--- config.mk ---
export PLATFORM = sky130hd
export DESIGN_NAME = q_timing_queue
export DESIGN_NICKNAME = d
export VERILOG_FILES = /design/src/rtl/q_timing_queue.sv
export SDC_FILE = /design/constraint.sdc
export NUM_CORES = 1
export LEC_CHECK = 0
export CELL_PAD_IN_SITES_DETAIL_PLACEMENT = 0
export CELL_PAD_IN_SITES_GLOBAL_PLACEMENT = 1
export CORE_MARGIN = 10
export CORE_UTILIZATION = 54
export DETAILED_ROUTE_END_ITERATION = 8
export PLACE_DENSITY = 0.93
export SYNTH_ARGS = -nofsm -noshare
export SYNTH_HDL_FRONTEND = slang
export SYNTH_SLANG_ARGS = --single-unit
--- constraint.sdc ---
create_clock -name clk -period 18.1 [get_ports clk]
set_input_delay 3.62 -clock clk [delete_from_list [all_inputs] [get_ports clk]]
set_output_delay 3.62 -clock clk [all_outputs]
set_load 0.01 [all_outputs]
--- src/rtl/q_timing_queue.sv ---
// Timestamped issue queue: each op is tagged with the running timeline T and released when timer_now reaches its tag (push-to-out_valid >= 2 cycles).
// q_op_ready drops when the queue is full or draining; out_* hold until out_ready. Optional lateness flag: QTQ_LATE_CHECK_EN.
module q_timing_queue #(
  parameter int DEPTH = 8,
  parameter int TS_W  = 32,
  parameter int OP_W  = 32,
  parameter int IMM_W = 20
) (
  input  logic                     clk,
  input  logic                     reset,
  input  logic                     q_time_write,
  input  logic                     q_time_sel,
  input  logic [IMM_W-1:0]         wait_imm,
  input  logic [TS_W-1:0]          wait_reg,
  input  logic                     q_op_valid,
  input  logic [OP_W-1:0]          q_op_data,
  output logic                     q_op_ready,
  input  logic                     stop,
  output logic                     out_valid,
  output logic [OP_W-1:0]          out_data,
  output logic [TS_W-1:0]          out_ts,
  input  logic                     out_ready,
  output logic [TS_W-1:0]          timer_now,
  output logic [$clog2(DEPTH):0]   count,
  output logic                     overflow_err,
  output logic                     late_err
);

  localparam int AW = $clog2(DEPTH);

  typedef enum logic [1:0] {IDLE, RUN, DRAIN} state_t;

  typedef struct packed {
    logic [OP_W-1:0] op;
    logic [TS_W-1:0] ts;
  } entry_t;

  state_t          state, state_nxt;
  logic [TS_W-1:0] timeline, timeline_nxt, timer_nxt;
  entry_t          mem [DEPTH];
  logic [AW:0]     wr_ptr, rd_ptr;
  entry_t          head;
  logic            full, empty, push, load, head_due, drain_done;
  logic [TS_W-1:0] head_age, wait_sel;

  assign count      = wr_ptr - rd_ptr;
  assign full       = (count == (AW+1)'(DEPTH));
  assign empty      = (wr_ptr == rd_ptr);
  assign q_op_ready = !full && (state != DRAIN);
  assign push       = q_op_valid && q_op_ready;

  // Wrap-safe "timer >= ts": valid while outstanding spans stay below half the range.
  assign head       = mem[rd_ptr[AW-1:0]];
  assign head_age   = timer_now - head.ts;
  assign head_due   = !head_age[TS_W-1];
  assign load       = !empty && head_due && (!out_valid || out_ready);
  assign drain_done = (state == DRAIN) && empty && !out_valid;
  assign wait_sel   = q_time_sel ? wait_reg : TS_W'(wait_imm);

  always_comb begin
    state_nxt    = state;
    timeline_nxt = timeline;
    timer_nxt    = timer_now;
    case (state)
      IDLE: begin
        timer_nxt = '0;
        if (q_time_write) timeline_nxt = timeline + wait_sel;
        if (push) state_nxt = RUN;
      end
      RUN: begin
        timer_nxt = timer_now + TS_W'(1);
        if (q_time_write) timeline_nxt = timeline + wait_sel;
        if (stop) state_nxt = DRAIN;
      end
      DRAIN: begin
        timer_nxt = timer_now + TS_W'(1);
        if (drain_done) begin
          state_nxt    = IDLE;
          timeline_nxt = '0;
          timer_nxt    = '0;
        end
      end
      default: state_nxt = IDLE;
    endcase
  end

  always_ff @(posedge clk) begin
    if (reset) begin
      state        <= IDLE;
      timeline     <= '0;
      timer_now    <= '0;
      wr_ptr       <= '0;
      rd_ptr       <= '0;
      out_valid    <= 1'b0;
      out_data     <= '0;
      out_ts       <= '0;
      overflow_err <= 1'b0;
    end else begin
      state     <= state_nxt;
      timeline  <= timeline_nxt;
      timer_now <= timer_nxt;
      if (push) wr_ptr <= wr_ptr + (AW+1)'(1);
      if (load) rd_ptr <= rd_ptr + (AW+1)'(1);
      if (load) begin
        out_valid <= 1'b1;
        out_data  <= head.op;
        out_ts    <= head.ts;
      end else if (out_ready) begin
        out_valid <= 1'b0;
      end
      if (q_op_valid && !q_op_ready) overflow_err <= 1'b1;
    end
  end

  // Storage needs no reset: the pointers define what is valid.
  always_ff @(posedge clk) begin
    if (push) mem[wr_ptr[AW-1:0]] <= '{op: q_op_data, ts: timeline};
  end

`ifdef QTQ_LATE_CHECK_EN
  always_ff @(posedge clk) begin
    if (reset) late_err <= 1'b0;
    else if (load && (head_age > TS_W'(1))) late_err <= 1'b1;
  end
`else
  assign late_err = 1'b0;
`endif

endmodule

==> insert_results.sql, run 1 <==
INSERT INTO impl_metrics (metric_group, metric, value, unit) VALUES
('outcome', 'run_status', 'finished clean', ''),
('run', 'cap_viol_max_count', '0', ''),
('timing', 'worst_slew_margin_rel', '15.1', '%'),
('timing', 'post-route-min-period', '7.07', 'ns'),
('timing', 'worst-slew-pin-transition', '1.27', 'ns'),
('clock_tree', 'cts_resized', '0', ''),
('logic_synthesis', 'netlist-cell-type-count', '60', ''),
('layout', 'fillCellCount', '3388', ''),
('timing', 'setup-violations-final', '0', ''),
('detailed_routing', 'first_iter_violations', '1504', ''),
('pwr', 'p_clk_share', '28.5', '%'),
('logic_synthesis', 'postSynthNetCount', '1814', ''),
('clock_tree', 'cts.repair_timing.setup_buffer_count', '0', ''),
('logic_synthesis', 'synth_seq_cells', '655', ''),
('layout', 'seq_area', '18200', 'um2'),
('place', 'place.port_buffers', '193', ''),
('detailed_routing', 'drt_wl_total', '62800', 'um'),
('detailed_routing', 'drt_drc_violations_left', '0', ''),
('global_route', 'globalRouteTotalUtil', '20.9', '%'),
('floorplanning', 'placeableCoreArea', '49300', 'um2'),
('logic_synthesis', 'synth_largest_area_cell', 'sky130_fd_sc_hd__edfxtp_1', ''),
('timing', 'postLayoutSetupSlackWorst', '11.03', 'ns'),
('layout', 'design.final.nets', '2018', ''),
('floorplanning', 'fp.dieH', '244', 'um'),
('timing', 'hold_slack', '0.504', 'ns'),
('setup_path', 'endpoint_kind', 'flip-flop', ''),
('detailed_routing', 'met3_length', '4570', 'um'),
('timing', 'grt_setup_unrepaired', 'no', ''),
('clock_tree', 'cts.clk_slew.worst_paths', '0.06', 'ns'),
('pwr', 'power.share.switching', '30.3', '%'),
('detailed_routing', 'final_antenna_net_count', '0', ''),
('floorplanning', 'boundaryPins', '195', ''),
('place', 'finalWeightedCongestion', '0.879', ''),
('logic_synthesis', 'post_synth_fa_ha_maj_area_fraction', '3.43', '%'),
('min_path', 'holdCritPathClass', 'flip-flop to flip-flop', ''),
('logic_synthesis', 'syn-mean-instance-area', '16.4', 'um2'),
('clock_tree', 'cts-buffers-inserted', '61', ''),
('clock_tree', 'insertion_delay', '0.64', 'ns'),
('detailed_routing', 'dr_wl_met2', '31200', 'um'),
('place', 'dp_slack', '10.39', 'ns'),
('timing', 'fin_setup_tns', '0', 'ns'),
('logic_synthesis', 'synth_top_cells_by_area', 'sky130_fd_sc_hd__edfxtp_1 57%, sky130_fd_sc_hd__mux4_2 11%, sky130_fd_sc_hd__dfxtp_1 11%', ''),
('setup_path', 'timing.critical_path.from_type', 'input pin', ''),
('setup_path', 'required', '18.61', 'ns'),
('logic_synthesis', 'synth.mux.area_fraction', '14.1', '%'),
('logic_synthesis', 'synth_compound_gate_area_share', '6.19', '%'),
('global_route', 'antenna_found_initial', '2', ''),
('pwr', 'vdd.ir_drop.worst', '80.6', 'uV'),
('logic_synthesis', 'yosys_most_used_dff', 'sky130_fd_sc_hd__edfxtp_1', ''),
('detailed_routing', 'dr.pass1.iters', '5', ''),
('timing', 'max_freq', '141', 'MHz'),
('setup_path', 'worst_ep_arrival_time', '7.58', 'ns'),
('logic_synthesis', 'synth.yosys.warnings', '0', ''),
('layout', 'layout-drive-gt1-share', '15.3', '%'),
('layout', 'area_growth', '17.3', '%'),
('logic_synthesis', 'async_flop_share', '0', '%'),
('global_route', 'maximum_number_of_pins_on_one_net_before_global_route_repair', '92', ''),
('clock_tree', 'ctsRootBufferMaster', 'sky130_fd_sc_hd__clkbuf_16', ''),
('detailed_routing', 'vias_per_cell', '6.05', ''),
('timing', 'slew_viol_final', '0', ''),
('floorplanning', 'initial_utilization', '54.9', '%'),
('place', 'dpl.hpwl', '38500', 'um'),
('logic_synthesis', 'yosysMostFrequentCell', 'sky130_fd_sc_hd__edfxtp_1', ''),
('clock_tree', 'cts-htree-levels', '2', ''),
('pwr', 'net-switching-power', '0.00139', 'W'),
('clock_tree', 'cts_tree', 'done', ''),
('floorplanning', 'row_count', '81', ''),
('layout', 'multi_input_comb_area', '8420', 'um2'),
('detailed_routing', 'highest-signal-layer', 'met5', ''),
('detailed_routing', 'dr_total_vias', '15600', ''),
('logic_synthesis', 'synth.yosys.seq_area_share', '67.4', '%');
-- cells by family (layout without fill, tap and decap cells) --
logic type      count (synthesis)  count (layout)
fa+ha+maj                      73              73
other cells                     1               2
buf+inv                        99             356
simple gates                  315             315
xor+xnor                       56              56
compound gates                233             233
mux                           218             218
flops                         655             655
-- metrics by stage --
step / area [um2] / util [%] / cells
after detailed placement: 29700 / 60.3 / 2455
final: 31800 / 64.5 / 2572
after floorplan: 27100 / - / 1650
after global placement: 29700 / 60.3 / 2455
after CTS: 31700 / 64.5 / 2571
after global routing: 31800 / 64.5 / 2572
-- flip-flops by register name (all words and copies together), names as in the netlist, named ones only --
signal        flops
wr_ptr            4
overflow_err      1
mem             512
out_data         32
out_valid         1
timer_now        32
timeline         32
rd_ptr            4
out_ts           32
state             2
-- worst paths after layout --
path	cells past startpoint	start	to	slack, ns
min reg2reg	2	out_data[6]$_SDFFE_PP0P_	out_data[6]$_SDFFE_PP0P_	0.50
max reg2reg	14	flip-flop	out_data[7]$_SDFFE_PP0P_	11.41
min	2	out_data[6]$_SDFFE_PP0P_	out_data[6]$_SDFFE_PP0P_	0.50
max	13	q_time_sel	timeline[30]$_SDFFE_PP0P_	11.03
-- layer usage --
layer	global-route usage (%)	vias up
met2	35.0	595
li1	-	6899
met1	27.2	7936
met4	6.70	2
met3	4.03	118
met5	0	-
-- final cells by class --
| type | instances | share of cell area, % |
|---|---|---|
| Inverter | 26 | 0.307 |
| Timing Repair Buffer | 214 | 6.57 |
| Tap cell | 664 | 2.62 |
| Clock buffer | 89 | 5.33 |
| Clock inverter | 27 | 1.17 |
| Multi-Input combinational cell | 896 | 26.5 |
| Antenna cell | 1 | 0.00788 |
| Sequential cell | 655 | 57.5 |
-- critical path, stage by stage --
cell	delay, ns
sky130_fd_sc_hd__clkdlybuf4s50_1	0.45
sky130_fd_sc_hd__buf_4	0.34
sky130_fd_sc_hd__mux2_2	0.41
sky130_fd_sc_hd__ha_1	0.23
sky130_fd_sc_hd__fa_1	0.41
sky130_fd_sc_hd__a21oi_1	0.22
sky130_fd_sc_hd__o31ai_1	0.10
sky130_fd_sc_hd__a21oi_1	0.30
sky130_fd_sc_hd__o211ai_1	0.24
sky130_fd_sc_hd__and3b_1	0.27
sky130_fd_sc_hd__o2111a_1	0.26
sky130_fd_sc_hd__or4_1	0.47
sky130_fd_sc_hd__a32o_1	0.26
-- placed cells by master (no fill, tap or decap), types with 29 or more instances in the layout --
cell type and instances:
sky130_fd_sc_hd__mux2i_1 68, sky130_fd_sc_hd__clkdlybuf4s50_1 192, sky130_fd_sc_hd__xnor2_1 29, sky130_fd_sc_hd__ha_1 71, sky130_fd_sc_hd__nand2_1 58, sky130_fd_sc_hd__a211oi_1 59
sky130_fd_sc_hd__o21ai_0 33, sky130_fd_sc_hd__nor2_1 143, sky130_fd_sc_hd__edfxtp_1 512, sky130_fd_sc_hd__mux4_2 128, sky130_fd_sc_hd__dfxtp_1 140, sky130_fd_sc_hd__a21oi_1 44
sky130_fd_sc_hd__clkbuf_16 61
-- power by group through the flow --
stage / Clock [W] / Combinational, W / Sequential [W]
CTS: 0.00132 / 0.00118 / 0.00211
global placement: 0 / 0.00113 / 0.00212
global route: 0.00138 / 0.00128 / 0.00214
finish: 0.00131 / 0.00117 / 0.00211
floorplan: 0 / 0.000757 / 0.00208
detailed placement: 0 / 0.00116 / 0.00214
Power figures use the tool's default switching activity.
==> inputs of run 2 (changes only) <==
Settings changed: CORE_UTILIZATION 54 to 45, PLACE_DENSITY 0.93 to 0.84.
Clock period 18.1 ns to 5.9 ns, I/O delays scaled along.
==> run 2 against run 1 <==
  * Global-route usage shrank 3.3 points
  * Combinational power grew to 3.1 times the previous value
  * Sequential power grew to 3.1 times the previous value
  * Cell count grew 4.8%
  * Via count shrank 1.8%
  * Largest power group unchanged
  * Critical path type is now flip-flop to flip-flop
  * Largest cell class unchanged
==> insert_results.sql, run 2 (synthesis gave the netlist of run 1 again) <==
INSERT INTO impl_metrics (metric_group, metric, value, unit) VALUES
('layout', 'leading_cell_types_in_the_layout_fill_and_taps_excluded', '512 x sky130_fd_sc_hd__edfxtp_1, 192 x sky130_fd_sc_hd__clkdlybuf4s50_1, 143 x sky130_fd_sc_hd__nor2_1', ''),
('global_route', 'grt-busiest-layer', 'met2', ''),
('place', 'place.port_buffers', '193', ''),
('setup_path', 'timing.reg2reg.worst_path_depth', '14', ''),
('setup_path', 'timing.reg2reg.setup_slack', '1.18', 'ns'),
('setup_path', 'critical_path_class', 'flip-flop to flip-flop', ''),
('timing', 'setup-violations-final', '0', ''),
('clock_tree', 'insertion_delay', '0.61', 'ns'),
('clock_tree', 'cts_resized', '0', ''),
('global_route', 'met3_usage', '3.23', '%'),
('clock_tree', 'ctsLongestPathBuffers', '3', ''),
('detailed_routing', 'dr.pass1.iters', '5', ''),
('min_path', 'holdCritPathClass', 'flip-flop to flip-flop', ''),
('setup_path', 'required', '6.35', 'ns'),
('timing', 'slew_viol_final', '0', ''),
('place', 'dp_slack', '0.774', 'ns'),
('floorplanning', 'fp.dieH', '265', 'um'),
('timing', 'post-route-min-period', '4.72', 'ns'),
('clock_tree', 'cts_num_sinks', '655', ''),
('place', 'dpl.hpwl', '38700', 'um'),
('clock_tree', 'cts-buffers-inserted', '67', ''),
('setup_path', 'worst_ep_arrival_time', '5.17', 'ns'),
('setup_path', 'critical_path.max_fanout', '104', ''),
('layout', 'mostFrequentLayoutCell', 'sky130_fd_sc_hd__edfxtp_1', ''),
('floorplanning', 'die_w', '265', 'um'),
('timing', 'worst_slew_margin_rel', '10.8', '%'),
('timing', 'postLayoutSetupSlackWorst', '1.18', 'ns'),
('layout', 'fillCellCount', '4599', ''),
('global_route', 'globalRouteMet1Util', '22.7', '%'),
('run', 'cap_viol_max_count', '0', ''),
('clock_tree', 'cts_hold_buf', '0', ''),
('detailed_routing', 'vias_per_cell', '5.67', ''),
('detailed_routing', 'drt_wl_total', '61800', 'um'),
('timing', 'final_hold_viol_count', '0', ''),
('clock_tree', 'cts.clk_slew.worst_paths', '0.06', 'ns'),
('timing', 'fin_setup_tns', '0', 'ns'),
('detailed_routing', 'first_iter_violations', '1164', ''),
('detailed_routing', 'dr_total_vias', '15300', ''),
('floorplanning', 'placeableCoreArea', '59200', 'um2'),
('outcome', 'run_status', 'finished clean', ''),
('setup_path', 'endpoint_kind', 'flip-flop', ''),
('min_path', 'hold-path-endpoint', 'out_ts[15]$_SDFFE_PP0P_', ''),
('layout', 'area_growth', '19.1', '%'),
('clock_tree', 'cts.repair_timing.setup_buffer_count', '0', ''),
('pwr', 'cellLeakagePower', '10.7', 'nW'),
('min_path', 'hold_path.startpoint', 'out_ts[15]$_SDFFE_PP0P_', ''),
('global_route', 'maximum_number_of_pins_on_one_net_before_global_route_repair', '105', ''),
('floorplanning', 'initial_utilization', '45.7', '%'),
('min_path', 'whs_path_depth', '2', ''),
('clock_tree', 'ctsRootBufferMaster', 'sky130_fd_sc_hd__clkbuf_16', ''),
('floorplanning', 'boundaryPins', '195', ''),
('detailed_routing', 'route.detailed.wl_per_inst', '22.9', 'um'),
('timing', 'worst-slew-pin-transition', '1.33', 'ns'),
('clock_tree', 'cts-htree-levels', '3', ''),
('place', 'finalWeightedCongestion', '0.845', ''),
('setup_path', 'timing.critical_path.from_type', 'flip-flop', ''),
('floorplanning', 'row_count', '89', ''),
('global_route', 'globalRouteTotalUtil', '17.6', '%'),
('pwr', 'vdd.ir_drop.worst', '210', 'uV'),
('timing', 'grt_setup_unrepaired', 'no', ''),
('detailed_routing', 'final_antenna_net_count', '0', ''),
('layout', 'largest_register_ff_count', '512', ''),
('global_route', 'global_route.overflow_total', '0', ''),
('timing', 'max_freq', '212', 'MHz'),
('layout', 'layout-drive-gt1-share', '16.2', '%'),
('pwr', 'total_power', '0.0144', 'W'),
('pwr', 'power_density_over_cell_area', '446', 'nW/um2'),
('global_route', 'grt_pass1_vias', '15900', ''),
('timing', 'fin_worst_skew', '0.0266', 'ns'),
('global_route', 'antenna_found_initial', '3', ''),
('clock_tree', 'cts_tree', 'done', ''),
('timing', 'final.period_utilization', '80.0', '%'),
('detailed_routing', 'drt_drc_violations_left', '0', ''),
('global_route', 'grt_first_pass_wirelength', '95600', 'um'),
('layout', 'design.final.nets', '2030', ''),
('global_route', 'grt.met2_usage', '29.3', '%'),
('floorplanning', 'die_area', '70300', 'um2');
## run 2: worst max path at each step
stage | endpoint | slack, ns | cells past startpoint
final | flip-flop | 1.18 | 14
after global routing | out_ts[30]$_SDFFE_PP0P_ | 0.79 | 14
after CTS | flip-flop | 1.12 | 14
after detailed placement | timeline[30]$_SDFFE_PP0P_ | 0.77 | 13
after global placement | timeline[30]$_SDFFE_PP0P_ | 0.80 | 13
after floorplan | mem[4][0]$_DFFE_PP_ | -1.22 | 8
## run 2: per-layer routing
metal	part of all wire [%]	vias up
li1	-	6936
met1	42	7735
met2	49	500
met3	6.5	100
met4	2.8	2
met5	0.032	-
## run 2: final cells by class
class	count	area, um2	share of cell area [%]
Sequential cell	655	18200	56.6
Timing Repair Buffer	220	2220	6.89
Tap cell	773	967	3.00
Multi-Input combinational cell	896	8420	26.1
Antenna cell	2	5.00	0.0155
Inverter	26	97.6	0.303
Clock inverter	45	499	1.55
Clock buffer	79	1760	5.47
## run 2: metrics by stage
stage | util (%) | hold slack, ns | instances | instance area, um2
after detailed placement | 50.6 | 0.494 | 2570 | 30000
final | 54.4 | 0.499 | 2696 | 32200
after global placement | 50.6 | 0.488 | 2570 | 30000
after floorplan | - | 0.499 | 1650 | 27100
after CTS | 54.4 | 0.503 | 2694 | 32200
after global routing | 54.4 | 0.525 | 2696 | 32200
## run 2: worst max-delay path, stage by stage (launching register included)
cell and delay [ns]:
sky130_fd_sc_hd__dfxtp_4 0.72, sky130_fd_sc_hd__buf_4 0.36, sky130_fd_sc_hd__buf_4 0.26, sky130_fd_sc_hd__mux4_2 0.53, sky130_fd_sc_hd__mux2i_1 0.35, sky130_fd_sc_hd__ha_1 0.32
sky130_fd_sc_hd__a21oi_1 0.15, sky130_fd_sc_hd__o211ai_1 0.10, sky130_fd_sc_hd__o211ai_1 0.11, sky130_fd_sc_hd__o211ai_1 0.16, sky130_fd_sc_hd__o311ai_4 0.38, sky130_fd_sc_hd__mux2i_4 0.34
sky130_fd_sc_hd__buf_12 0.40, sky130_fd_sc_hd__mux2i_1 0.25, sky130_fd_sc_hd__nor2_1 0.07
## run 2: power by group
part | leakage [nW] | total (W) | internal (W) | switching (W)
logic | 3.71 | 0.00362 | 0.00165 | 0.00198
clock network | 1.08 | 0.00429 | 0.00249 | 0.00180
registers | 5.87 | 0.00644 | 0.00587 | 0.000575
total | 10.7 | 0.0144 | 0.0100 | 0.00435
